$ cat config.mk
export PLATFORM = sky130hd
export DESIGN_NAME = mem_port_arbiter
export DESIGN_NICKNAME = d
export VERILOG_FILES = /design/src/rtl/mem_port_arbiter.sv
export SDC_FILE = /design/constraint.sdc
export NUM_CORES = 1
export LEC_CHECK = 0
export CAP_MARGIN = 40
export CELL_PAD_IN_SITES_DETAIL_PLACEMENT = 1
export CELL_PAD_IN_SITES_GLOBAL_PLACEMENT = 1
export CORE_MARGIN = 3
export CORE_UTILIZATION = 17
export CTS_BUF_LIST = sky130_fd_sc_hd__clkbuf_4 sky130_fd_sc_hd__clkbuf_8 sky130_fd_sc_hd__clkbuf_16
export DETAILED_ROUTE_END_ITERATION = 16
export PLACE_DENSITY = 0.79
export SLEW_MARGIN = 0
export SYNTH_ARGS = -nofsm -noshare
export SYNTH_HDL_FRONTEND = slang
export SYNTH_SLANG_ARGS = --single-unit
export TNS_END_PERCENT = 50
$ cat constraint.sdc
create_clock -name clk -period 2 [get_ports clk]
set_clock_uncertainty 0.1 [all_clocks]
set_input_delay 0.3 -clock clk [delete_from_list [all_inputs] [get_ports clk]]
set_output_delay 0.3 -clock clk [all_outputs]
set_load 0.1 [all_outputs]
$ cat src/rtl/mem_port_arbiter.sv
// Arbitrates the unified single-port memory between instruction fetch and load/store.
// It lane-replicates store data, builds the byte mask, and aligns/extends the registered read data.
module mem_port_arbiter #(
  parameter int unsigned MAX_D_STREAK = 4
) (
  input  logic        clk,
  input  logic        reset,
  input  logic        i_req,
  input  logic [31:0] i_addr,
  output logic        i_gnt,
  output logic        i_rvalid,
  output logic [31:0] i_rdata,
  input  logic        d_req,
  input  logic        d_we,
  input  logic [31:0] d_addr,
  input  logic [1:0]  d_size,
  input  logic        d_unsigned,
  input  logic [31:0] d_wdata,
  output logic        d_gnt,
  output logic        d_rvalid,
  output logic [31:0] d_rdata,
  output logic        d_err,
  output logic        m_we,
  output logic [31:0] m_a,
  output logic [31:0] m_wd,
  output logic [3:0]  m_wm,
  input  logic [31:0] m_rd
);

  typedef enum logic [1:0] {OWN_NONE, OWN_I, OWN_D} owner_t;

  localparam int unsigned SW = $clog2(MAX_D_STREAK + 1);

  logic [SW-1:0] streak;
  logic          force_i;
  logic          misaligned;
  logic [1:0]    unused_bits;

  owner_t        owner;
  logic          r_we;
  logic [1:0]    r_off;
  logic [1:0]    r_size;
  logic          r_uns;
  logic          r_err;

  logic [31:0]   byte_lane;
  logic [15:0]   half_lane;
  logic [31:0]   load_ext;

  assign unused_bits = i_addr[1:0];
  assign force_i     = (streak == SW'(MAX_D_STREAK));

  always_comb begin
    case (d_size)
      2'b00:   misaligned = 1'b0;
      2'b01:   misaligned = d_addr[0];
      2'b10:   misaligned = |d_addr[1:0];
      default: misaligned = 1'b1;
    endcase
  end

  // Data wins ties except when the fetch starvation guard has tripped.
  always_comb begin
    i_gnt = 1'b0;
    d_gnt = 1'b0;
    if (!reset) begin
      if (d_req && !(i_req && force_i)) d_gnt = 1'b1;
      else if (i_req)                   i_gnt = 1'b1;
    end
  end

  always_comb begin
    m_we = 1'b0;
    m_a  = '0;
    m_wd = '0;
    m_wm = '0;
    if (i_gnt) begin
      m_a = {i_addr[31:2], 2'b00};
    end else if (d_gnt) begin
      m_a = d_addr;
      if (d_we && !misaligned) begin
        m_we = 1'b1;
        case (d_size)
          2'b00: begin
            m_wd = {4{d_wdata[7:0]}};
            m_wm = 4'b0001 << d_addr[1:0];
          end
          2'b01: begin
            m_wd = {2{d_wdata[15:0]}};
            m_wm = d_addr[1] ? 4'b1100 : 4'b0011;
          end
          default: begin
            m_wd = d_wdata;
            m_wm = 4'b1111;
          end
        endcase
      end
    end
  end

  always_ff @(posedge clk or posedge reset) begin
    if (reset)                   streak <= '0;
    else if (!i_req || i_gnt)    streak <= '0;
    else if (d_gnt && !force_i)  streak <= streak + 1'b1;
  end

  always_ff @(posedge clk or posedge reset) begin
    if (reset) begin
      owner  <= OWN_NONE;
      r_we   <= 1'b0;
      r_off  <= '0;
      r_size <= '0;
      r_uns  <= 1'b0;
      r_err  <= 1'b0;
    end else begin
      owner <= i_gnt ? OWN_I : (d_gnt ? OWN_D : OWN_NONE);
      if (d_gnt) begin
        r_we   <= d_we;
        r_off  <= d_addr[1:0];
        r_size <= d_size;
        r_uns  <= d_unsigned;
        r_err  <= misaligned;
      end
    end
  end

  assign byte_lane = m_rd >> {r_off, 3'b000};
  assign half_lane = m_rd[{r_off[1], 4'b0000} +: 16];

  always_comb begin
    case (r_size)
      2'b00:   load_ext = {{24{~r_uns & byte_lane[7]}}, byte_lane[7:0]};
      2'b01:   load_ext = {{16{~r_uns & half_lane[15]}}, half_lane};
      default: load_ext = m_rd;
    endcase
  end

  assign i_rvalid = (owner == OWN_I);
  assign d_rvalid = (owner == OWN_D);
  assign d_err    = d_rvalid && r_err;
  assign i_rdata  = i_rvalid ? m_rd : '0;
  assign d_rdata  = (d_rvalid && !r_we && !r_err) ? load_ext : '0;

endmodule
After elaboration in Yosys (flattened, before gate mapping)
Index checks and enable logic that the tools add are counted.
{"block": "word_totals", "ff_bits": 12, "in_bits": 136, "out_inout_bits": 138, "elab_cells": 65}
{"block": "op_classes", "n_addsub": 1, "n_eq_ne": 6, "shift": 3, "mux": 27, "bitwise_logic": 3, "reduce_logical": 18}
{"op": "$mux 32", "count": 7}
{"op": "$pmux 32 s2", "count": 2}
{"op": "$shiftx 32x6->16", "count": 1}
{"op": "$shr 32x5->8", "count": 1}
{"op": "$mux 4", "count": 4}
{"op": "$mux 1", "count": 8}
{"op": "$pmux 4 s2", "count": 1}
{"op": "$logic_and 1x1->1", "count": 7}
{"op": "$eq 2x1->1 const B", "count": 3}
{"op": "$logic_not 1->1", "count": 6}
{"op": "$mux 3", "count": 2}
{"op": "$eq 2x2->1 const B", "count": 2}
{"op": "$logic_not 2->1", "count": 2}
{"op": "$mux 2", "count": 2}
{"op": "$shl 1x2->4 const A", "count": 1}
{"op": "$add 3x1->3 const B", "count": 1}
{"op": "$eq 3x3->1 const B", "count": 1}
{"op": "$pmux 1 s3", "count": 1}
{"op": "$and 1x1->1", "count": 2}
{"op": "$reduce_bool 2->1", "count": 1}
{"op": "$reduce_or 2->1", "count": 1}
{"op": "$logic_or 1x1->1", "count": 1}
{"op": "$not 1->1", "count": 1}

Logic depth before layout (Yosys ltp)
{"block": "logic_depth", "depth_word": 9, "ltp_mapped": 8, "ltp_nobuf": 7}

Worst setup path before layout
Ideal clock, no wire load.
{"block": "synth_path", "path_kind": "reg2out", "startpoint": "register streak[0]", "endpoint": "output m_wm[0]", "arrival_time_ns": 5.568, "required_ns": 1.600, "path_slack_ns": -3.968, "stages_incl_launch_ff": 6, "n_path_buf": 0, "cell_sequence": "dfrtp_1 -> inv_1 -> ha_1 -> nand3_1 -> nand3_2 -> a2111oi_0"}
{"block": "synth_via", "elab_chain_cells": 8, "word_cells_on_any_way": 10, "classes_between": "1 x eq/ne; 6 x mux; 3 x reduce/logical"}
{"item": "start, declared", "line": "34", "source": "logic [SW-1:0] streak;"}
{"item": "start signal, assigned", "line": "104", "source": "else if (d_gnt && !force_i) streak <= streak + 1'b1;"}
{"item": "$eq 3x3->1 *", "line": "51", "source": "assign force_i = (streak == SW'(MAX_D_STREAK));"}
{"item": "$logic_and 1x1->1 *", "line": "67", "source": "if (d_req && !(i_req && force_i)) d_gnt = 1'b1;"}
{"item": "$logic_not 1->1 *", "line": "67"}
{"item": "$logic_and 1x1->1 *", "line": "67"}
{"item": "$mux 1", "line": "67"}
{"item": "$mux 1", "line": "66", "source": "if (!reset) begin"}
{"item": "$mux 4", "line": "79", "source": "end else if (d_gnt) begin"}
{"item": "$mux 4 *", "line": "77", "source": "if (i_gnt) begin"}
{"item": "end, declared", "line": "26", "source": "output logic [3:0] m_wm,"}
Every way passes the cells marked *; elsewhere a longest branch is shown, timed or not.

Worst setup path after layout
{"block": "layout_path", "startpoint": "register r_off[1]", "endpoint": "output d_rdata[28]"}
{"block": "layout_via", "elab_chain_cells": 4, "word_cells_on_any_way": 6, "classes_between": "2 x shift; 2 x mux; 2 x bitwise"}
{"item": "start, declared", "line": "41", "source": "logic [1:0] r_off;"}
{"item": "start signal, assigned", "line": "119", "source": "r_off <= d_addr[1:0];"}
{"item": "$shiftx 32x6->16 or $shr 32x5->8 (tied branches)", "line": "128, 127"}
{"item": "$and 1x1->1 (on tied branches)", "line": "133, 132"}
{"item": "$pmux 32 s2 *", "line": "131", "source": "case (r_size)"}
{"item": "$mux 32 *", "line": "142", "source": "assign d_rdata = (d_rvalid && !r_we && !r_err) ? load_ext : '0;"}
{"item": "end, declared", "line": "21", "source": "output logic [31:0] d_rdata,"}
Marks and branches as above.

==> qor.csv <==
stage,metric,value,unit
clocking,root buf cell,clkbuf_16,
floorplanning,FP Rows,42,
cells_and_area,nets@finish,828,
drt,ANT nets after route,0,
drt,DR vias/cell,4.79,
placement,Buffers on Ports,271,
placement,pre-CTS setup slack,-0.521,ns
clocking,clk sinks,12,
cells_and_area,most frequent cells in the layout,"149 x buf_12, 123 x clkdlybuf4s50_1, 64 x buf_4",
setup_path,CP Cell Sequence,mux2_4 -> a22o_4 -> o21ai_4 -> clkbuf_16 -> nand2_2 -> buf_12,
synthesis,Yosys top cell area share,0.125,
power,clock share of power,0.124,
global_route,first-pass GRT wire length,28.7,mm
drt,Post-Route WL,19.6,mm
floorplanning,DIE AREA,0.0156,mm2
setup_path,CP arrival,2.03,ns
placement,Final GP Congestion,0.816,
power,Sequential Power Share,0.097,
status,violated checks,setup timing,
timing,actual slew at the worst max-slew pin,0.445,ns
floorplanning,Chip Width,125,um
timing,RSZ-0062 raised after global routing,true,
placement,HPWL Detailed,15.8,mm
timing,post-route setup slack,-0.427,ns
clocking,Hold Buf Count CTS,0,
synthesis,Synth Instances,354,
global_route,global route overflow,0,
worst_hold_path,Hold Path Class,input port to async pin,
setup_path,worst path buffer plus inverter count,2,
synthesis,Synth cell types,40,
drt,Vias,4141,
drt,DRC,0,
power,Leak,3.54,nW
timing,"Slew Viols, Final",0,
setup_path,delay of the slowest critical-path stage,0.47,ns
floorplanning,Starting Density,0.178,
drt,drt first pass iters,4,
synthesis,post-synth top area cell,dfrtp_1,
power,switching power total,1.51,mW
cells_and_area,area of the multi-input gates,0.00277,mm2
global_route,vias in the first global route,4820,
job,maxcap violations,0,
setup_path,Crit Path Max Fanout,8,
cells_and_area,area delta synth->final,255,%
synthesis,main area contributors after synthesis,"dfrtp_1 13%, and2_1 12%, a22o_1 11%",
power,Worst VDD drop,0.000216,V
cells_and_area,filler instances,1337,
global_route,antenna violations before repair,0,
setup_path,startpoint types,register,
cells_and_area,share of layout cells above drive strength 1,0.543,
cells_and_area,"Core Util, Final",0.631,
drt,1st-iter DRT viols,165,
setup_path,Crit. End Element,output pin,
clocking,Max Root-Sink Buffers,2,
timing,Worst slew margin,0.700,
timing,Setup Viol. Count Final,103,
setup_path,"CP delay by family, top",compound AO/OA/AOI/OAI gates,
synthesis,Synth Area per Inst,6.78,um2
timing,final hold slack,0.367,ns
setup_path,Worst path slowest cell,dfrtp_2,
timing,Max Clk Rate,0.412,GHz
synthesis,Post-Syn Area,0.00240,mm2
setup_path,crit path kind,register to output pin,
global_route,largest net degree at the start of global routing,34,
timing,Final period util,1.21,
setup_path,worst path required time,1.60,ns
cells_and_area,diodes inserted,0,
clocking,Clock Pin Slew Worst Setup and Hold Paths,0.04,ns
status,status,"complete, but fails checks",
power,Gate power share,0.779,
power,pwr/cell area,364,mW/mm2
timing,Hold Fails Final Rpt,0,
timing,Period minus WS final,2.43,ns
floorplanning,chip height,125,um
synthesis,Syn. warnings,0,
clocking,CTS Buf Count,3,
floorplanning,CORE AREA,0.0135,mm2
synthesis,synthesis-stage register bit count,12,
synthesis,sequential-to-total area share from yosys stat,0.125,
cells_and_area,Reg area,303,um2
power,Sw Share,0.488,
clocking,CTS tree,yes,
clocking,H-tree depth,1,
synthesis,Mapped Nets,492,
power,Cell Int Power,1.59,mW
drt,routed len/inst,22.7,um
global_route,gr usage total,0.230,
clocking,clk_lat worst skew,0.24,ns
cells_and_area,"commonest non-fill, non-tap cell in the layout",buf_12,
floorplanning,Ports,274,
-- power groups by stage --
| stage | combinational, mW | clock [mW] | sequential, mW |
|---|---|---|---|
| finish | 2.42 | 0.385 | 0.300 |
| global route | 2.51 | 0.408 | 0.305 |
| CTS | 2.33 | 0.396 | 0.300 |
| detailed placement | 2.29 | 0 | 0.302 |
| global placement | 2.22 | 0 | 0.299 |
| floorplan | 1.28 | 0 | 0.290 |
-- kinds of logic (layout without fill, tap and decap cells) --
kind of cell,after synthesis,after routing,synth area share
buffers and inverters,49,384,0.0980
DFF,12,12,0.125
and+or+nand+nor,166,166,0.343
adders and majority gates,2,2,0.0104
muxes,28,28,0.125
xor gates and xnor gates,1,1,0.00365
AOI/OAI and AO/OA,96,96,0.295
-- sequential cells by signal, indices dropped and copies added, names as in the netlist --
| name | count |
|---|---|
| streak | 3 |
| r_err | 1 |
| owner | 2 |
| r_uns | 1 |
| r_size | 2 |
| r_we | 1 |
| r_off | 2 |
-- routing by layer --
layer / up-vias / part of all wire / track usage
met4: 0 / 0.026 / 0.0510
li1: 1929 / - / -
met1: 2007 / 0.33 / 0.234
met2: 175 / 0.59 / 0.474
met3: 30 / 0.052 / 0.0467
met5: - / 0 / 0
-- worst min-delay path: cells and delay by family --
family / cells / cell delay, ns
buffers and inverters: 4 / 0.76
-- worst paths after layout --
kind / cells past startpoint / endpoint / slack (ns) / startpoint
worst max-delay path: 6 / d_rdata[28] / -0.43 / r_off[1]
worst min-delay path: 4 / r_we / 0.37 / reset
worst max register to register: 7 / r_err / 0.21 / streak[0]
worst min register to register: 1 / r_off[0] / 0.51 / r_off[0]
max in group asynchronous: 4 / r_size[1] / 1.26 / reset
min in group clk: 2 / streak[0] / 0.49 / i_req
-- cell usage after synthesis, drive strengths merged --
cell type   n
a2111oi     1
a21boi      1
a21oi      20
a221oi      9
a222oi      7
a22o       31
a22oi       1
a31oi       1
and2       45
and3        3
buf        17
clkbuf     15
dfrtp      12
ha          2
inv        17
mux2       12
mux2i      16
nand2      61
nand3       4
nor2       38
nor2b       5
nor3        5
nor3b       3
o21ai      24
o22ai       1
or2         1
or4b        1
xor2        1
-- cell type report --
| cell class | count | area share |
|---|---|---|
| inverter | 17 | 0.00940 |
| timing repair buffer | 363 | 0.595 |
| multi-input combinational | 293 | 0.325 |
| sequential | 12 | 0.0355 |
| tap | 176 | 0.0259 |
| clock buffer | 4 | 0.00969 |
-- repair_timing --
action | CTS | global route
gates resized for setup | 42 | 37
cloned | 3 | 4
hold endpoints to repair | 0 | 0
setup endpoints to repair | 103 | 104
setup buffers | 4 | 7
pin swaps | 18 | 10
-- stage by stage --
stage | cells | TNS, ns | instance area, um2 | power [mW]
finish | 865 | -34.72 | 8520 | 3.10
global placement | 843 | -29.41 | 7860 | 2.52
CTS | 854 | -31.66 | 8150 | 3.03
detailed placement | 843 | -38.46 | 7860 | 2.59
global route | 865 | -41.62 | 8520 | 3.22
floorplan | 354 | -26.33 | 3180 | 1.57
No activity file was read; power rests on OpenSTA's default activity.
